--- src/rtl/gf2_sys_pkg.sv ---
// Shared state encoding and sizing helpers for the GF(2) systemizer.
// Pure declarations; no latency or flow-control behaviour of its own.
`ifndef CLOG2
`define CLOG2(x) $clog2(x)
`endif

package gf2_sys_pkg;

    typedef logic [2:0] state_t;

    localparam state_t ST_IDLE   = 3'd0;
    localparam state_t ST_LOAD   = 3'd1;
    localparam state_t ST_LTAIL  = 3'd2;
    localparam state_t ST_SEARCH = 3'd3;
    localparam state_t ST_ELIM   = 3'd4;
    localparam state_t ST_STORE  = 3'd5;
    localparam state_t ST_DONE   = 3'd6;

    function automatic int words_of(input int l, input int k, input int w);
        return (l * k) / w;
    endfunction

    function automatic int addr_bits(input int words);
        return (words > 1) ? `CLOG2(words) : 1;
    endfunction

endpackage

--- src/rtl/gf2_pivot_finder.sv ---
// Combinational pivot search: lowest row >= col whose bit in the column is set.
// Zero latency; no flow control.
module gf2_pivot_finder #(
    parameter  int L  = 4,
    localparam int CW = (L > 1) ? $clog2(L) : 1
) (
    input  logic [L-1:0]  col_bits,
    input  logic [CW-1:0] col,
    output logic          found,
    output logic [CW-1:0] pivot
);

    // Descending scan so the lowest qualifying row is the last one written.
    always_comb begin
        found = 1'b0;
        pivot = '0;
        for (int r = L - 1; r >= 0; r--) begin
            if (r >= int'(col) && col_bits[r]) begin
                found = 1'b1;
                pivot = CW'(r);
            end
        end
    end

endmodule

--- src/rtl/gf2_systemizer_seq.sv ---
// Gauss-Jordan systemizer over GF(2) with its own RAM sequencer (load, reduce, optional store).
// Run length 2*WORDS+2L+2 cycles with store, WORDS+2L+2 without; RAM never stalls, abort returns to IDLE.
module gf2_systemizer_seq
    import gf2_sys_pkg::*;
#(
    parameter  int L     = 4,
    parameter  int K     = 8,
    parameter  int W     = 4,
    localparam int WORDS = words_of(L, K, W),
    localparam int AW    = addr_bits(WORDS)
) (
    input  logic          clk,
    input  logic          rst,
    input  logic          start,
    input  logic          abort,
    input  logic          mode,
    output logic          busy,
    output logic          done,
    output logic          success,
    output logic          fail,
    output logic          rd_en,
    output logic [AW-1:0] rd_addr,
    input  logic [W-1:0]  rd_data,
    output logic          wr_en,
    output logic [AW-1:0] wr_addr,
    output logic [W-1:0]  wr_data
);

    localparam int CW = (L > 1) ? $clog2(L) : 1;

    state_t         state_q, state_d;
    logic [L*K-1:0] mat_q, mat_d;
    logic [AW-1:0]  widx_q, widx_d;
    logic [CW-1:0]  col_q, col_d;
    logic           mode_q, mode_d;
    logic           success_q, success_d;
    logic           fail_q, fail_d;

    logic [L-1:0]   col_bits;
    logic           piv_found;
    logic [CW-1:0]  piv_idx;
    logic [K-1:0]   crow, prow;
    logic           last_word, last_col;

    assign last_word = (widx_q == AW'(WORDS - 1));
    assign last_col  = (col_q == CW'(L - 1));
    assign crow      = mat_q[int'(col_q) * K +: K];
    assign prow      = mat_q[int'(piv_idx) * K +: K];

    always_comb begin
        col_bits = '0;
        for (int r = 0; r < L; r++) begin
            col_bits[r] = mat_q[r * K + int'(col_q)];
        end
    end

    gf2_pivot_finder #(.L(L)) u_pivot (
        .col_bits (col_bits),
        .col      (col_q),
        .found    (piv_found),
        .pivot    (piv_idx)
    );

    always_ff @(posedge clk or posedge rst) begin
        if (rst) state_q <= ST_IDLE;
        else     state_q <= state_d;
    end

    always_comb begin
        state_d = state_q;
        unique case (state_q)
            ST_IDLE:   if (start && !abort) state_d = ST_LOAD;
            ST_LOAD:   if (last_word) state_d = ST_LTAIL;
            ST_LTAIL:  state_d = ST_SEARCH;
            ST_SEARCH: state_d = piv_found ? ST_ELIM : ST_DONE;
            ST_ELIM:   if (last_col) state_d = mode_q ? ST_STORE : ST_DONE;
                       else          state_d = ST_SEARCH;
            ST_STORE:  if (last_word) state_d = ST_DONE;
            ST_DONE:   state_d = ST_IDLE;
            default:   state_d = ST_IDLE;
        endcase
        if (abort && state_q != ST_IDLE) state_d = ST_IDLE;
    end

    always_comb begin
        busy    = (state_q != ST_IDLE);
        done    = (state_q == ST_DONE);
        rd_en   = (state_q == ST_LOAD);
        rd_addr = widx_q;
        wr_en   = (state_q == ST_STORE);
        wr_addr = widx_q;
        wr_data = mat_q[int'(widx_q) * W +: W];
        success = success_q;
        fail    = fail_q;
    end

    always_comb begin
        mat_d     = mat_q;
        widx_d    = widx_q;
        col_d     = col_q;
        mode_d    = mode_q;
        success_d = success_q;
        fail_d    = fail_q;
        unique case (state_q)
            ST_IDLE: begin
                if (start && !abort) begin
                    mode_d    = mode;
                    widx_d    = '0;
                    col_d     = '0;
                    success_d = 1'b0;
                    fail_d    = 1'b0;
                end
            end
            ST_LOAD: begin
                // Read data lags the address by one cycle, so word a-1 lands while a is issued.
                if (widx_q != '0) mat_d[(int'(widx_q) - 1) * W +: W] = rd_data;
                if (!last_word) widx_d = widx_q + 1'b1;
            end
            ST_LTAIL: begin
                mat_d[(WORDS - 1) * W +: W] = rd_data;
                widx_d = '0;
            end
            ST_SEARCH: begin
                if (piv_found) begin
                    mat_d[int'(piv_idx) * K +: K] = crow;
                    mat_d[int'(col_q) * K +: K]   = prow;
                end else begin
                    fail_d = 1'b1;
                end
            end
            ST_ELIM: begin
                for (int r = 0; r < L; r++) begin
                    if (r != int'(col_q) && col_bits[r]) mat_d[r * K +: K] = mat_q[r * K +: K] ^ crow;
                end
                if (last_col) begin
                    if (!mode_q) success_d = 1'b1;
                end else begin
                    col_d = col_q + 1'b1;
                end
            end
            ST_STORE: begin
                widx_d = widx_q + 1'b1;
                if (last_word) success_d = 1'b1;
            end
            default: ;
        endcase
        if (abort && state_q != ST_IDLE) begin
            success_d = 1'b0;
            fail_d    = 1'b0;
        end
    end

    always_ff @(posedge clk or posedge rst) begin
        if (rst) begin
            mat_q     <= '0;
            widx_q    <= '0;
            col_q     <= '0;
            mode_q    <= 1'b0;
            success_q <= 1'b0;
            fail_q    <= 1'b0;
        end else begin
            mat_q     <= mat_d;
            widx_q    <= widx_d;
            col_q     <= col_d;
            mode_q    <= mode_d;
            success_q <= success_d;
            fail_q    <= fail_d;
        end
    end

endmodule

--- config.mk ---
export PLATFORM = sky130hd
export DESIGN_NAME = gf2_systemizer_seq
export DESIGN_NICKNAME = d
export VERILOG_FILES = /design/src/rtl/gf2_sys_pkg.sv /design/src/rtl/gf2_pivot_finder.sv /design/src/rtl/gf2_systemizer_seq.sv
export SDC_FILE = /design/constraint.sdc
export NUM_CORES = 1
export LEC_CHECK = 0
export BUFFER_PORTS_ARGS = -buffer_cell sky130_fd_sc_hd__buf_4
export CAP_MARGIN = 10
export CORE_ASPECT_RATIO = 1.25
export CORE_MARGIN = 2
export CORE_UTILIZATION = 40
export CTS_BUF_LIST = sky130_fd_sc_hd__clkbuf_8 sky130_fd_sc_hd__clkbuf_16
export DETAILED_ROUTE_END_ITERATION = 8
export PLACE_DENSITY_LB_ADDON = 0.3
export REMOVE_ABC_BUFFERS = 1
export SYNTH_ARGS = -nofsm -noshare
export SYNTH_HDL_FRONTEND = slang
export SYNTH_HIERARCHICAL = 1
export SYNTH_SLANG_ARGS = --single-unit
--- constraint.sdc ---
create_clock -name clk -period 5.6 [get_ports clk]
set_input_delay 0.56 -clock clk [delete_from_list [all_inputs] [get_ports clk]]
set_output_delay 0.56 -clock clk [all_outputs]
set_load 0.01 [all_outputs]
# Word level (Yosys, flattened, before mapping)
# Cells that the tools add are included.
# classes
addsub,9
magnitude_cmp,7
eq_ne,26
n_shift,9
n_mux,53
bitwise_logic,4
reduce_logical,31
# op_table
cell,n
32-bit bitwise mux,3
28-bit case mux with 3 select lines,1
5-bit negation with 33-bit output,2
8-bit by 33-bit variable shift with 32-bit output (first input constant),2
8-bit by 33-bit indexed part select with 32-bit output,2
32-bit 2-to-1 mux,2
32-bit by 6-bit indexed part select with 8-bit output,2
6-bit negation with 33-bit output,1
4-bit by 33-bit variable shift with 32-bit output (first input constant),1
4-bit by 33-bit indexed part select with 32-bit output,1
8-bit 2-to-1 mux,4
32-bit by 6-bit indexed part select with 4-bit output,1
8-bit bitwise XOR,4
3-bit 2-to-1 mux,7
4-bit AND reduction,5
1-bit 2-to-1 mux,18
3-bit case mux with 6 select lines,1
2-bit 2-to-1 mux,8
2-bit inequality test (second input constant),8
4-bit case mux with 4 select lines,1
1-bit binary-select mux with 5-bit select,3
5-bit by 2-bit adder with 6-bit output (first input constant),2
3-bit == test (second input constant),4
6-bit < comparator (second input constant),2
other kinds (30),54
# totals
ff_bits,43
output_inout_bits,16

# Logic depth before layout (Yosys ltp)
# depth
word_depth,14
depth_mapped,16
mapped_depth_nobuf,12

# Modules after synthesis
# The synthesis kept the hierarchy.
# modules_own_cells
mod,n_inst,cells_per_inst,area_per_inst_um2,seq_area_each_um2
gf2_systemizer_seq,1,528,4616.9,1076.0
gf2_pivot_finder,1,11,75.1,0.0

# Least setup slack after synthesis
# Ideal clock, no wire load.
# synth_path
kind,register to register
start,register col_q[0]
end,register with a tool-made name
t_arrival_ps,3381
required_ps,5536
setup_slack_ps,2154
path_stages_with_launch,14
period_less_slack_ps,3446
cell_sequence,dfrtp_1 buf_6 mux4_1 o22ai_1 o22a_2 buf_6 inv_1 ha_1 or2b_1 nor4_1 a222oi_1 o21ai_1 a221o_1 mux2_2
# synth_rtl
item,line_no,source
"start, declared",gf2_systemizer_seq.sv:34,"logic [CW-1:0] col_q, col_d;"
"start signal, assigned",gf2_systemizer_seq.sv:164,col_q <= col_d;

==> results.ini <==
[timing]
timing_hold_violations_final = 0
layout_min_cycle_time_ns = 4.33
tns_ns = 0
skew_ns = 0.00566
rsz0062_at_grt = no
drv_slew = 0
setup_ws_ns = 1.27
fmax_mhz = 231
setup_violations = 0
min_period_over_period_pct = 77.3
worstMarginPinSlew_ns = 1.26
slew_headroom_pct = 15.2

[logic_synthesis]
synth_top_area_share_pct = 22.9
ys_async_sr_fraction_pct = 100
synthAdderAreaFrac_pct = 5.87
post_synth_instance_area_um2 = 4690
synth.distinct_cells = 67
synthSimpleGateAreaFrac_pct = 20.9
synth_compound_gate_area_share_pct = 25.9
yosysTopAreaCell = dfrtp_1
yosys.area_share.xor_xnor_pct = 1.65
ys_seq_elements = 43
synth_edf_count = 0
synthMuxAreaShare_pct = 16.2
synth_ff_type = dfrtp_1
avgSynthCellArea_um2 = 8.71
yosysSeqAreaShare_pct = 22.9
synth_area_leaders = dfrtp_1, mux4_2, ha_1
ys_warn_count = 6
synth_top_family_by_area = compound AO/OA/AOI/OAI gates
syn_inst = 539

[drt]
drt_wl_total_um = 16100
vias = 4598
highest_layer = met4
drc = 0
dr.pass1.iters = 8
wl_met3_um = 1440
wire_per_inst_um = 23.8
drt-met1-wl_um = 6190
wl_met2_um = 7520
viasPerCell = 6.78
ant_nets = 0
first_iter_violations = 616

[clock_tree]
cts_num_sinks = 43
clockBufferDepth = 2
hold_buffers = 0
insertion_delay_ns = 0.29
cts_tree = built
path_clk_slew_ns = 0.07
cts_root_buf = clkbuf_16
cts_buffers = 5
post_cts_resized = 0
post_cts_buffers = 0
htree_num_levels = 2

[place]
dp.final_hpwl_um = 11700
gp_congestion = 1.01
io_buffers = 24
post-place-ws_ns = 1.37

[floorplan]
rows = 44
dieArea_um2 = 12600
fp.dieW_um = 101
start_util_pct = 40.8
fp.coreArea_um2 = 11500
ios = 25
die_y_um = 125

[min_path]
hold_class = input pin to async pin

[worst_setup_path]
worstRegToRegCells = 13
cp.required_ns = 5.81
crit_type = flop to flop
r2r-start = col_q[0]
critPathLaunchType = flop
end_kind = flop
r2r_slack_ns = 1.27
worstPathMaxFanout = 15
crit_arrival_ns = 4.54
critPathLaunch = col_q[0]

[final_layout]
num_antenna_cells = 0
drive_gt1_share_pct = 17.2
mostFrequentLayoutCell = nand2_1
final_cell_mix = nand2_1, o21ai_0, nor2_1, dfrtp_1, buf_4
area_growth_pct = 7.09
fin_nets = 570

[global_route]
grt_max_degree = 44
grt_pass1_wl_um = 24700
antenna_found_initial = 0
first_global_vias = 4199
grt-ovfl-total = 0
grtUsageTotal_pct = 25.5

[flow_run]
max_cap_violations = 0

[power]
seq_power_share_pct = 26.4
vdd_drop_max_v = 0.000239
sw_frac_of_total_pct = 50.8
power_density_nw_per_um2 = 556
cellLeakagePower_nw = 1.96
switching_power_w = 0.00142
power_frac_comb_pct = 61.2
p_clk_share_pct = 12.4
p_int_w = 0.00137

[status]
status = completed

## per-layer routing
layer,vias to the layer above,GRT usage (%)
met5,-,0
met4,0,13.7
met3,56,4.25
met2,277,40.4
met1,2211,33.1
li1,2054,-
## critical path, cell delays in order, from the launching register on
cell,delay (ns)
dfrtp_1,0.56
buf_4,0.32
mux4_1,0.67
inv_1,0.11
o22ai_1,0.07
o22a_2,0.38
inv_1,0.16
ha_1,0.16
clkinv_1,0.25
nor4b_2,0.80
a221oi_1,0.21
a211oi_1,0.31
a311oi_1,0.07
o21ai_0,0.16
## per-stage QoR
| stage | hold WS (ns) | util (%) | cells | total power [W] | area (um2) |
|---|---|---|---|---|---|
| 2_1_floorplan | 0.493 | - | 503 | 0.00184 | 4470 |
| 3_3_place_gp | 0.486 | 42.2 | 670 | 0.00237 | 4860 |
| 3_5_place_dp | 0.489 | 42.2 | 670 | 0.00240 | 4860 |
| 4_1_cts | 0.490 | 43.7 | 678 | 0.00275 | 5020 |
| 5_1_grt | 0.503 | 43.7 | 678 | 0.00296 | 5020 |
| 6_report | 0.491 | 43.7 | 678 | 0.00279 | 5020 |
## worst max-delay path by stage
stage,to
floorplan,flop
global placement,flop
detailed placement,flop
CTS,flop
global route,flop
finish,flop
## power groups by stage
stage / logic, W / registers, W / clock network [W]
3_3_place_gp: 0.00164 / 0.000727 / 0
3_5_place_dp: 0.00167 / 0.000728 / 0
5_1_grt: 0.00185 / 0.000745 / 0.000363
6_report: 0.00171 / 0.000736 / 0.000346
4_1_cts: 0.00168 / 0.000723 / 0.000352
2_1_floorplan: 0.00124 / 0.000603 / 0
## cells by family (layout without fill, tap and decap cells)
logic type,count (synthesis),in the layout
flops,43,43
buf+inv,57,58
fa+ha+maj,22,22
xor+xnor,7,7
compound gates,178,178
simple gates,193,193
mux,39,39
## final cells by class
| class | instances | area [um2] |
|---|---|---|
| flip-flops and latches | 43 | 1080 |
| well taps | 138 | 173 |
| inverters | 21 | 78.8 |
| clock buffers | 5 | 125 |
| multi-input cells | 439 | 3310 |
| repair buffers | 29 | 218 |
| fillers | 1128 | 6480 |
| clock inverters | 3 | 43.8 |
## synthesized netlist by cell type, types with 3 or more instances
master / instances
nor3b_1: 4
ha_1: 22
mux4_2: 25
buf_1: 3
inv_1: 19
a211oi_1: 8
a222oi_1: 4
nor3_1: 12
a311oi_1: 5
a21oi_1: 24
nand3_1: 13
a31oi_1: 4
a221o_1: 5
buf_6: 4
nand2b_1: 11
and2_1: 5
buf_4: 5
clkbuf_1: 18
nand2_1: 63
mux2_2: 8
a22oi_1: 11
xnor2_1: 5
dfrtp_1: 43
o21ai_0: 53
and3_1: 4
o22ai_1: 3
mux2i_1: 3
o211ai_1: 3
nor2b_1: 3
a21o_1: 4
mux4_1: 3
o31ai_1: 4
nor2_1: 50
o21ai_1: 3
a22o_1: 12
clkbuf_8: 4
a221oi_1: 24
a21oi_2: 5
(Power assumes the default switching activity.)
